### src/rtl/io_out_buf_pkg.sv
// -----------------------------------------------------------------------------
// io_out_buf_pkg
// Shared width helpers for the core OUT port and its downstream peripherals.
// Both sides compute the address width and the stored entry width from the same
// functions, so a change to NUIOOU or NUBITS cannot leave them disagreeing.
// -----------------------------------------------------------------------------
package io_out_buf_pkg;

  // Address width for a given number of output addresses. A single-address
  // build still carries one address bit, tied to zero.
  function automatic int calc_aw(input int nuioou);
    return (nuioou > 1) ? $clog2(nuioou) : 1;
  endfunction

  // One buffered entry is {addr, data}.
  function automatic int calc_entry_w(input int nuioou, input int nubits);
    return calc_aw(nuioou) + nubits;
  endfunction

endpackage

### src/rtl/io_out_buf_fifo_sync.sv
// -----------------------------------------------------------------------------
// fifo_sync
// Synchronous FIFO with head-fall-through read (dout always shows the head).
// Ports:
//   clk, rst   clock, asynchronous active-high reset (pointers and count only)
//   wr, din    write din at the tail on a rising edge
//   rd         drop the head on a rising edge
//   dout       current head entry (meaningless while empty)
//   count      entries held, 0..DEPTH
//   empty/full derived from count, not from pointer equality
// The caller never writes while full without a read, and never reads while
// empty. A simultaneous read and write while full reuses the head slot; the
// head is read combinationally before the edge, so there is no hazard.
// -----------------------------------------------------------------------------
module fifo_sync #(
  parameter  int W     = 8,
  parameter  int DEPTH = 8,
  localparam int PW    = $clog2(DEPTH),
  localparam int CW    = $clog2(DEPTH + 1)
) (
  input  logic          clk,
  input  logic          rst,
  input  logic          wr,
  input  logic          rd,
  input  logic [W-1:0]  din,
  output logic [W-1:0]  dout,
  output logic [CW-1:0] count,
  output logic          empty,
  output logic          full
);

  logic [W-1:0]  mem_q [DEPTH];
  logic [PW-1:0] wr_ptr_q, wr_ptr_d;
  logic [PW-1:0] rd_ptr_q, rd_ptr_d;
  logic [CW-1:0] count_q, count_d;

  // Pointers are log2(DEPTH) bits; DEPTH is a power of two so they wrap
  // naturally.
  always_comb begin
    wr_ptr_d = wr_ptr_q;
    rd_ptr_d = rd_ptr_q;
    count_d  = count_q;
    if (wr) wr_ptr_d = wr_ptr_q + PW'(1);
    if (rd) rd_ptr_d = rd_ptr_q + PW'(1);
    case ({wr, rd})
      2'b10:   count_d = count_q + CW'(1);
      2'b01:   count_d = count_q - CW'(1);
      default: count_d = count_q;
    endcase
  end

  always_ff @(posedge clk or posedge rst) begin
    if (rst) begin
      wr_ptr_q <= '0;
      rd_ptr_q <= '0;
      count_q  <= '0;
    end else begin
      wr_ptr_q <= wr_ptr_d;
      rd_ptr_q <= rd_ptr_d;
      count_q  <= count_d;
    end
  end

  // Storage has no reset; contents are don't-care until written.
  always_ff @(posedge clk) begin
    if (wr) mem_q[wr_ptr_q] <= din;
  end

  assign dout  = mem_q[rd_ptr_q];
  assign count = count_q;
  assign empty = (count_q == '0);
  assign full  = (count_q == CW'(DEPTH));

endmodule

### src/rtl/io_out_buf.sv
// -----------------------------------------------------------------------------
// io_out_buf
// Buffers every OUT write from the processor core and replays it to external
// peripherals over a valid/ready stream. The core cannot stall, so a write that
// arrives with no room is dropped and flagged in a sticky overflow bit.
//
// Stream handshake: an entry transfers on a rising edge where o_valid and
// o_ready are both 1. While o_valid=1 and o_ready=0, o_addr/o_data hold
// steady; o_valid only falls after a transfer; o_ready is ignored while
// o_valid=0.
//
// Ports:
//   clk, rst              clock, asynchronous active-high reset
//   out_en, addr_out,     core OUT strobe, address and data (one write per
//   data_out              high cycle)
//   o_valid, o_ready,     output stream
//   o_addr, o_data
//   level                 entries held (FIFO + output stage), 0..FDEPTH+1
//   full                  level == FDEPTH+1 (combinational from level)
//   ovf, ovf_clr          sticky overflow flag and its synchronous clear
//
// Structure: an output register stage in front of fifo_sync. A write that
// finds the FIFO empty and the output stage free (or leaving this cycle) goes
// straight into the output stage, giving one cycle of latency and full
// throughput with o_ready held high.
// -----------------------------------------------------------------------------
module io_out_buf
  import io_out_buf_pkg::*;
#(
  parameter  int NUBITS = 32,
  parameter  int NUIOOU = 8,
  parameter  int FDEPTH = 8,
  localparam int AW     = calc_aw(NUIOOU),
  localparam int LW     = $clog2(FDEPTH + 2)
) (
  input  logic              clk,
  input  logic              rst,
  input  logic              out_en,
  input  logic [AW-1:0]     addr_out,
  input  logic [NUBITS-1:0] data_out,
  output logic              o_valid,
  input  logic              o_ready,
  output logic [AW-1:0]     o_addr,
  output logic [NUBITS-1:0] o_data,
  output logic [LW-1:0]     level,
  output logic              full,
  output logic              ovf,
  input  logic              ovf_clr
);

  localparam int EW = calc_entry_w(NUIOOU, NUBITS);
  localparam int CW = $clog2(FDEPTH + 1);

  logic [AW-1:0]     addr_in;
  logic [EW-1:0]     in_entry;
  logic [EW-1:0]     fifo_dout;
  logic [CW-1:0]     fifo_count;
  logic              fifo_empty;
  logic              fifo_full;
  logic              fifo_wr;
  logic              fifo_rd;

  logic              push, pop, accept, bypass;

  logic              o_valid_q, o_valid_d;
  logic [AW-1:0]     o_addr_q, o_addr_d;
  logic [NUBITS-1:0] o_data_q, o_data_d;
  logic [LW-1:0]     level_q, level_d;
  logic              ovf_q, ovf_d;

  // A single-address build stores address 0 regardless of what the core
  // drives, so nothing undefined ever reaches the stream.
  assign addr_in  = (NUIOOU > 1) ? addr_out : '0;
  assign in_entry = {addr_in, data_out};

  assign push = out_en;
  assign pop  = o_valid_q & o_ready;

  // With the FIFO full the output stage is necessarily occupied, so the
  // whole buffer is full; a write only fits if the output stage drains now.
  assign accept = push & ~(fifo_full & ~pop);

  // Bypass only when nothing is queued ahead of this write.
  assign bypass  = accept & fifo_empty & (~o_valid_q | pop);
  assign fifo_wr = accept & ~bypass;
  assign fifo_rd = pop & (fifo_count != '0);

  always_comb begin
    o_valid_d = o_valid_q;
    o_addr_d  = o_addr_q;
    o_data_d  = o_data_q;
    if (fifo_rd) begin
      o_valid_d = 1'b1;
      {o_addr_d, o_data_d} = fifo_dout;
    end else if (bypass) begin
      o_valid_d = 1'b1;
      o_addr_d  = addr_in;
      o_data_d  = data_out;
    end else if (pop) begin
      o_valid_d = 1'b0;
    end
  end

  always_comb begin
    level_d = level_q;
    if (accept && !pop)      level_d = level_q + LW'(1);
    else if (pop && !accept) level_d = level_q - LW'(1);
  end

  // A dropped write wins over a clear in the same cycle so it is never lost.
  always_comb begin
    ovf_d = ovf_q;
    if (push && !accept) ovf_d = 1'b1;
    else if (ovf_clr)    ovf_d = 1'b0;
  end

  always_ff @(posedge clk or posedge rst) begin
    if (rst) begin
      o_valid_q <= 1'b0;
      o_addr_q  <= '0;
      o_data_q  <= '0;
      level_q   <= '0;
      ovf_q     <= 1'b0;
    end else begin
      o_valid_q <= o_valid_d;
      o_addr_q  <= o_addr_d;
      o_data_q  <= o_data_d;
      level_q   <= level_d;
      ovf_q     <= ovf_d;
    end
  end

  fifo_sync #(
    .W     (EW),
    .DEPTH (FDEPTH)
  ) u_fifo (
    .clk   (clk),
    .rst   (rst),
    .wr    (fifo_wr),
    .rd    (fifo_rd),
    .din   (in_entry),
    .dout  (fifo_dout),
    .count (fifo_count),
    .empty (fifo_empty),
    .full  (fifo_full)
  );

  assign o_valid = o_valid_q;
  assign o_addr  = o_addr_q;
  assign o_data  = o_data_q;
  assign level   = level_q;
  assign full    = (level_q == LW'(FDEPTH + 1));
  assign ovf     = ovf_q;

endmodule
### config.mk
export PLATFORM = sky130hd
export DESIGN_NAME = io_out_buf
export DESIGN_NICKNAME = d
export VERILOG_FILES = /design/src/rtl/io_out_buf_pkg.sv /design/src/rtl/io_out_buf_fifo_sync.sv /design/src/rtl/io_out_buf.sv
export SDC_FILE = /design/constraint.sdc
export NUM_CORES = 1
export LEC_CHECK = 0
export ABC_CLOCK_PERIOD_IN_PS = 7700
export BUFFER_PORTS_ARGS = -buffer_cell sky130_fd_sc_hd__buf_2
export CORE_MARGIN = 2
export CORE_UTILIZATION = 55
export CTS_BUF_LIST = sky130_fd_sc_hd__clkbuf_8 sky130_fd_sc_hd__clkbuf_16
export DETAILED_ROUTE_END_ITERATION = 8
export HOLD_SLACK_MARGIN = 0.12
export PLACE_DENSITY = 0.7
export REMOVE_ABC_BUFFERS = 1
export SYNTH_ARGS = -nofsm -noshare
export SYNTH_HDL_FRONTEND = slang
export SYNTH_SLANG_ARGS = --single-unit
### constraint.sdc
create_clock -name clk -period 7.7 [get_ports clk]
set_input_delay 0 -clock clk [delete_from_list [all_inputs] [get_ports clk]]
set_output_delay 0 -clock clk [all_outputs]
set_load 0.01 [all_outputs]
### Yosys cells after proc, flatten, opt, wreduce, memory -nomap -nowiden

Memories as Yosys holds them, arrays and structs flattened.
Cells that the tools add are included.

| storage, ports and cells | value |
|---|---|
| logic and storage cells | 57 |
| memory bits (writable) | 280 |
| output and inout port bits | 42 |
| memories kept | 1 |
| input bits | 40 |
| register bits | 51 |

| operators by class | value |
|---|---|
| reductions and logical operators | 12 |
| muxes and demuxes | 14 |
| bitwise operators | 12 |
| equal/unequal tests | 4 |
| add/subtract/negate cells | 6 |

Memories:

| name | depth | width | read ports | clocked after Yosys merged registers in | write ports | line | text |
|---|---|---|---|---|---|---|---|
| u_fifo.mem_q | 8 | 35 | 1 | 0 | 1 | io_out_buf_fifo_sync.sv:32 | `logic [W-1:0] mem_q [DEPTH];` |

Operators with widths:

| operator | number |
|---|---|
| $mux W32 | 2 |
| $add A4 B1 Y4 const B | 2 |
| $eq A4 B4 Y1 const B | 2 |
| $mux W4 | 2 |
| $pmux W4 S2 | 1 |
| $reduce_bool A2 Y1 | 4 |
| $sub A4 B1 Y4 const B | 2 |
| $and A1 B1 Y1 | 7 |
| $mux W1 | 7 |
| $add A3 B1 Y3 const B | 2 |
| $mux W3 | 2 |
| $logic_not A4 Y1 | 1 |
| $not A1 Y1 | 4 |
| $reduce_bool A4 Y1 | 1 |
| $logic_and A1 B1 Y1 | 3 |
| $reduce_bool A3 Y1 | 1 |
| $eq A2 B1 Y1 const B | 1 |
| $eq A2 B2 Y1 const B | 1 |
| $logic_not A1 Y1 | 2 |
| $or A1 B1 Y1 | 1 |

### Depth between registers and ports, before layout

Gate-level depths: netlist of run 1.

| logic depth | value |
|---|---|
| depth after elaboration | 11 |
| gate-level depth with buffers | 12 |
| depth with buffers taken out | 10 |

### Hierarchy

From an unflattened synthesis of run 1, not the netlist that was laid out.

| second synthesis, totals | value |
|---|---|
| cells, all modules | 695 |
| area, all modules | 13379.1 sq um |

By module, submodules not included:

| module | times used | cells each | area each (sq um) | seq. area each (sq um) |
|---|---|---|---|---|
| fifo_sync | 1 | 466 | 11404.7 | 8658.3 |
| io_out_buf | 1 | 229 | 1974.4 | 1026.0 |

### Worst setup path after synthesis of run 1

OpenSTA, ideal clock, no wires.

| timing | value |
|---|---|
| kind | reg2reg |
| start point | register u_fifo.count_q[3], in the netlist u_fifo.count[3] |
| end point | memory u_fifo.mem_q[1][0] (netlist name), enable pin |
| path buffers | 0 |
| setup time | 471 ps |
| arrival time | 3508 ps |
| stages on the path, launching flop included | 5 |
| required time | 7229 ps |
| period minus slack after synthesis | 3979 ps |
| slack | 3721 ps |
| path through | dfrtp_1 xor2_1 o21ai_0 nand3_1 nor3_1 |

| on the way | value |
|---|---|
| word-level cells in the longest chain between the ends | 10 |

Ends and longest elaborated chain:

| element | line | text |
|---|---|---|
| from (decl) | io_out_buf_fifo_sync.sv:35 | `logic [CW-1:0] count_q, count_d;` |
| from (signal assigned) | io_out_buf_fifo_sync.sv:60 | `count_q <= count_d;` |
| $eq A4 B4 Y1 | io_out_buf_fifo_sync.sv:72 | `assign full = (count_q == CW'(DEPTH));` |
| $and A1 B1 Y1 | io_out_buf.sv:81 | `assign accept = push & ~(fifo_full & ~pop);` |
| $not A1 Y1 | io_out_buf.sv:81 |  |
| $and A1 B1 Y1 | io_out_buf.sv:81 |  |
| $and A1 B1 Y1 (2 in a row) | io_out_buf.sv:84 | `assign bypass = accept & fifo_empty & (~o_valid_q \| pop);` |
| $not A1 Y1 | io_out_buf.sv:85 | `assign fifo_wr = accept & ~bypass;` |
| $and A1 B1 Y1 * | io_out_buf.sv:85 |  |
| $mux W1 * | io_out_buf_fifo_sync.sv:66 | `if (wr) mem_q[wr_ptr_q] <= din;` |
| $mux W1 (not written as such) * | io_out_buf_fifo_sync.sv:66 |  |
| to (decl) | io_out_buf_fifo_sync.sv:32 |  |

Every way passes the cells marked *; elsewhere a longest branch is shown, timed or not.

### Worst setup path in the final report of run 1

| timing | value |
|---|---|
| start point | register u_fifo.count_q[3], in the netlist u_fifo.count[3] |
| end point | memory u_fifo.mem_q[0][14] (netlist name), enable pin |

Same word-level chain as after synthesis.

==> results of run 1 <==
-- cell usage after synthesis (2+ instances only) --
cell type	count	area (um2)
nand2_1	10	37.5
mux2i_1	35	350
edfxtp_1	280	8410
a31oi_1	2	12.5
mux2_2	3	33.8
nand2b_1	3	18.8
mux4_2	70	1580
nand3_1	2	10.0
o21ai_0	5	25.0
a211o_1	35	307
buf_1	8	30.0
nor3_1	4	20.0
clkbuf_1	7	26.3
a21oi_1	2	10.0
nor2_1	44	165
buf_2	11	55.1
xor2_1	4	35.0
ha_1	8	100
buf_6	5	56.3
nor3b_1	36	270
xnor2_1	8	70.1
inv_1	6	22.5
buf_4	7	52.6
dfrtp_1	51	1280
-- cells by family after synthesis --
| kind of cell | after synthesis | share of synthesized area |
|---|---|---|
| buffers and inverters | 44 | 0.0185 |
| DFF | 331 | 0.738 |
| AOI/OAI and AO/OA | 49 | 0.0302 |
| and+or+nand+nor | 108 | 0.0461 |
| adders and majority gates | 9 | 0.00916 |
| muxes | 108 | 0.150 |
| xor gates and xnor gates | 12 | 0.00801 |
-- layer usage --
layer / up-vias / GRT usage / part of all wire
met3: 38 / 0.0367 / 0.065
met1: 3533 / 0.312 / 0.42
met2: 228 / 0.361 / 0.50
met4: 0 / 0.0506 / 0.017
met5: - / 0 / 0
li1: 2935 / - / -
-- where the power goes --
part	internal, uW	switching, uW
Sequential	2310	267
Combinational	752	751
Clock	935	652
-- through the flow --
stage	instance area [um2]	utilization
floorplan	12900	-
global placement	13900	0.591
detailed placement	13900	0.591
CTS	15400	0.655
global route	15400	0.655
finish	15400	0.655
-- area by class of cell --
class	count	area, um2	share of cell area
sequential	331	9690	0.630
clock buffer	40	933	0.0607
multi-input combinational	286	3240	0.211
timing repair buffer	136	918	0.0597
tap	319	399	0.0260
inverter	6	22.5	0.00146
clock inverter	22	166	0.0108
-- flip-flops by register name, summed over array words and instances (netlist names) --
name             flops
o_data              32
u_fifo.wr_ptr_q      3
level                4
u_fifo.count         4
u_fifo.rd_ptr_q      3
ovf                  1
u_fifo.mem_q       280
o_addr               3
o_valid              1
-- repair_timing --
| item | in CTS | in global routing |
|---|---|---|
| hold endpoints to repair | 371 | 0 |
| buffers inserted | 0 | 0 |
| resized for setup | 0 | 0 |
| hold buffers | 40 | 0 |
-- worst max path at each step --
stage / slack (ns) / from / endpoint / cells past startpoint
floorplan: 3.65 / u_fifo.rd_ptr_q[0] / o_addr[0] / 4
global placement: 4.69 / u_fifo.count[3] / u_fifo.mem_q[1][11] / 5
detailed placement: 4.56 / u_fifo.count[3] / u_fifo.mem_q[0][2] / 5
CTS: 4.58 / u_fifo.count[3] / u_fifo.mem_q[0][1] / 5
global route: 4.39 / u_fifo.count[3] / u_fifo.mem_q[1][1] / 5
finish: 4.63 / u_fifo.count[3] / u_fifo.mem_q[0][14] / 5
-- worst max-delay path, stage by stage (launching register included) --
cell	delay (ns)
dfrtp_1	0.46
xor2_1	0.19
o21ai_0	0.33
nand3b_1	0.36
nor3_2	0.86
buf_4	0.52
==> metrics.yaml, run 1 <==
row_count: 56
critical_path_arrival_ns: 3.23
hold_viol: 0
via_count: 6734
ant_nets: 0
portBuffers: 81
setup_ws_ns: 4.63
max_freq_mhz: 325
initial_core_util: 0.559
worstPathMaxFanout: 24
fin_nets: 844
gp_congestion: 0.756
fin_hold_ws_ns: 0.252
dp_cells: 1038
fill_cells: 1579
grt_max_degree: 52
clockRootBuffer: "clkbuf_16"
worstSkewPairLatency_ns: 0.52
syn2layout_area_growth_pct: 17.2
hpwl_um: 14200
cts_buffer_depth: 3
rsz0062_at_grt: "no"
status: "completed"
final-instance-count-excl-fill: 1140
drc: 0
end_kind: "register"
synth_edf_count: 280
async_reset_ff_frac: 0.154
die_area_mm2: 0.0251
die_w_um: 158
synthCells: 661
cts_tree: "yes"
grt_pass1_wl_um: 40500
dr.pass1.iters: 5
yosysSeqAreaShare: 0.738
rr_worst_depth: 5
wl_per_cell_um: 23.1
final_cell_mix: "edfxtp_1 (280), buf_2 (81), mux4_2 (70), dfrtp_1 (48), dlygate4sd3_1 (40)"
wl_um: 26300
finalSetupTns_ns: 0
cp.required_ns: 7.86
period_share: 0.399
path_clk_slew_ns: 0.06
slew_violations: 0
r2r-end: "u_fifo.mem_q[0][14]"
maxCapViolCount: 0
rr_startpoint: "u_fifo.count[3]"
relSlewSlack: 0.282
reg2reg_slack_ns: 4.63
htreeDepth: 2
grt_pass1_vias: 7061
skew_ns: 0.0210
critical_path_class: "reg2reg"
grt_use_total: 0.219
max_slew.worst_pin.slew_ns: 1.08
ys.flop_type: "edfxtp_1"
p_leak_uw: 0.00555
die_y_um: 158
final_common_cell: "edfxtp_1"
total_power_uw: 5660
grt_overflow: 0
fin_crit_ns: 3.07
finalSetupViolations: 0
synth-seq-cells: 331
startpoint_type: "register"
vias_per_cell: 5.91
synthesis.area_mm2: 0.0131
yosys_warnings: 0
cts_inserted_buffers: 34
antenna_cells: 0
synth.distinct_cells: 39
drive_gt1_frac: 0.286
pre_cts_ws_ns: 4.56
peakVddDrop_uv: 187
hold_class: "in2async"
io-pin-count: 82
dr.first_iter.drc_count: 669
antenna_found_initial: 0
avgSynthCellArea_um2: 19.8
core_mm2: 0.0235
cts.sinks: 331
power_density_mw_per_mm2: 368
No activity file was read; power rests on OpenSTA's default activity.
==> run 2: changes to the inputs <==
ABC_CLOCK_PERIOD_IN_PS = 2630   (was 7700)
CORE_UTILIZATION = 54   (was 55)
PLACE_DENSITY = 0.72   (was 0.7)
clock period = 2.63 ns   (was 7.7 ns; I/O delays follow)
==> metrics.yaml, run 2 (synthesis results as in run 1) <==
p_comb_frac: 0.294
grt_pass1_wl_um: 42800
die_w_um: 160
htreeDepth: 2
critical_path_class: "reg2reg"
p_sw_frac: 0.294
antenna_found_initial: 1
startpoint_type: "register"
row_count: 57
max_freq_mhz: 403
drc: 0
peakVddDrop_uv: 666
cp.required_ns: 3.01
grt_max_degree: 39
post-route-util: 0.653
grt_use_total: 0.221
dpl_cell_area_mm2: 0.0142
die_y_um: 160
wl_per_cell_um: 23.6
critical_path_arrival_ns: 2.86
switchingPower_uw: 4980
drive_gt1_frac: 0.305
rr_worst_depth: 10
core_mm2: 0.0241
largest_reg_flops: 280
hold_class: "in2async"
via_count: 6908
cts_inserted_buffers: 34
portBuffers: 81
r2r-end: "u_fifo.count[2]"
rsz0062_at_grt: "yes"
fin_crit_ns: 2.48
reg2reg_slack_ns: 0.15
rr_startpoint: "u_fifo.count[3]"
period_share: 0.944
status: "completed"
die_area_mm2: 0.0255
final-instance-count-excl-fill: 1167
p_int_uw: 12000
maxCapViolCount: 0
power_density_mw_per_mm2: 1080
hpwl_um: 15500
syn2layout_area_growth_pct: 20.0
end_kind: "register"
cts.sinks: 331
io-pin-count: 82
cts_buffer_depth: 3
finalSetupViolations: 0
clockRootBuffer: "clkbuf_16"
p_clk_frac: 0.271
seq_power_share: 0.435
worstPathMaxFanout: 5
design_area_mm2: 0.0157
fin_nets: 867
vias_per_cell: 5.92
total_power_uw: 16900
grt_pass1_vias: 7383
cts_setup_buffers: 0
max_slew.worst_pin.slew_ns: 0.706
worstSkewPairLatency_ns: 0.51
dp_cells: 1066
fill_cells: 1625
slew_violations: 0
dr.pass1.iters: 4
hold_viol: 0
initial_core_util: 0.544
skew_ns: 0.0224
final_cell_mix: "edfxtp_1 (280), buf_2 (81), mux4_2 (70), dfrtp_1 (48), dlygate4sd3_1 (40)"
pre_cts_ws_ns: 0.0727
largest-register: "u_fifo.mem_q"
dr.first_iter.drc_count: 610
relSlewSlack: 0.529
cts_tree: "yes"
ant_nets: 0
grt_overflow: 0
final_common_cell: "edfxtp_1"
wl_um: 27500
gp_congestion: 0.763
path_clk_slew_ns: 0.06
p_leak_uw: 0.00569
setup_ws_ns: 0.148
==> run 2: cell types whose count changed in the layout (fill, tap and decap cells not counted) <==
cell | previous run | this run
inv_1 | 15 | 13
nor3_1 | 2 | 1
nor3_4 | 0 | 1
buf_12 | 0 | 15
inv_8 | 0 | 1
clkinvlp_4 | 0 | 1
clkinv_1 | 3 | 5
diode_2 | 0 | 1
buf_4 | 15 | 23
clkinv_4 | 0 | 1
inv_6 | 3 | 1
clkbuf_16 | 34 | 35
clkinv_8 | 1 | 0
clkbuf_8 | 6 | 3
==> run 2: layout make-up <==
class	instances	area, um2	area share
diodes	1	2.50	0.000159
clock inverters	22	160	0.0102
multi-input cells	286	3250	0.207
flip-flops and latches	331	9690	0.616
well taps	324	405	0.0258
repair buffers	159	1280	0.0813
inverters	6	22.5	0.00143
clock buffers	38	917	0.0583
==> run 2: routing by layer <==
metal	GRT usage	up-vias	wire [um]
met4	0.0565	0	593
met2	0.364	261	13600
met1	0.311	3611	11600
met3	0.0405	53	1690
li1	-	2983	-
met5	0	-	0
==> run 2: worst max path at each step <==
stage          slack, ns               to          startpoint  depth (start not counted)
2_1_floorplan      -1.42        o_addr[0]  u_fifo.rd_ptr_q[0]                          4
3_3_place_gp        0.19         level[3]     u_fifo.count[0]                          9
3_5_place_dp        0.07         level[3]     u_fifo.count[0]                          9
4_1_cts             0.07         level[3]     u_fifo.count[0]                          9
5_1_grt            -0.05  u_fifo.count[2]     u_fifo.count[3]                         10
6_report            0.15  u_fifo.count[2]     u_fifo.count[3]                         10
==> run 2: through the flow <==
step | setup TNS [ns] | hold slack [ns]
after floorplan | -230.60 | 0.0989
after global placement | 0 | 0.146
after detailed placement | 0 | 0.158
after CTS | 0 | 0.174
after global routing | -0.0453 | 0.227
final | 0 | 0.158
==> run 2: power groups by stage <==
stage	clock network (uW)	logic, uW	registers (uW)
after floorplan	0	2840	7830
after global placement	0	4850	7370
after detailed placement	0	5000	7450
after CTS	4670	5060	7360
after global routing	4880	5370	7460
final	4590	4990	7360
==> run 2: what timing repair did <==
action                                 4_1_cts  5_1_grt
resized for setup                            0        2
endpoints found under the hold margin      371        0
hold buffers                                40        0
setup endpoints to repair                    0        2
==> run 2: critical path, stage by stage, from the launching register on <==
cell	delay [ns]
dfrtp_1	0.46
xor2_1	0.19
o21ai_0	0.37
nand2_1	0.15
ha_1	0.29
xor2_1	0.17
ha_1	0.19
a21oi_1	0.16
xor2_1	0.17
nor2_1	0.07
xor2_1	0.14
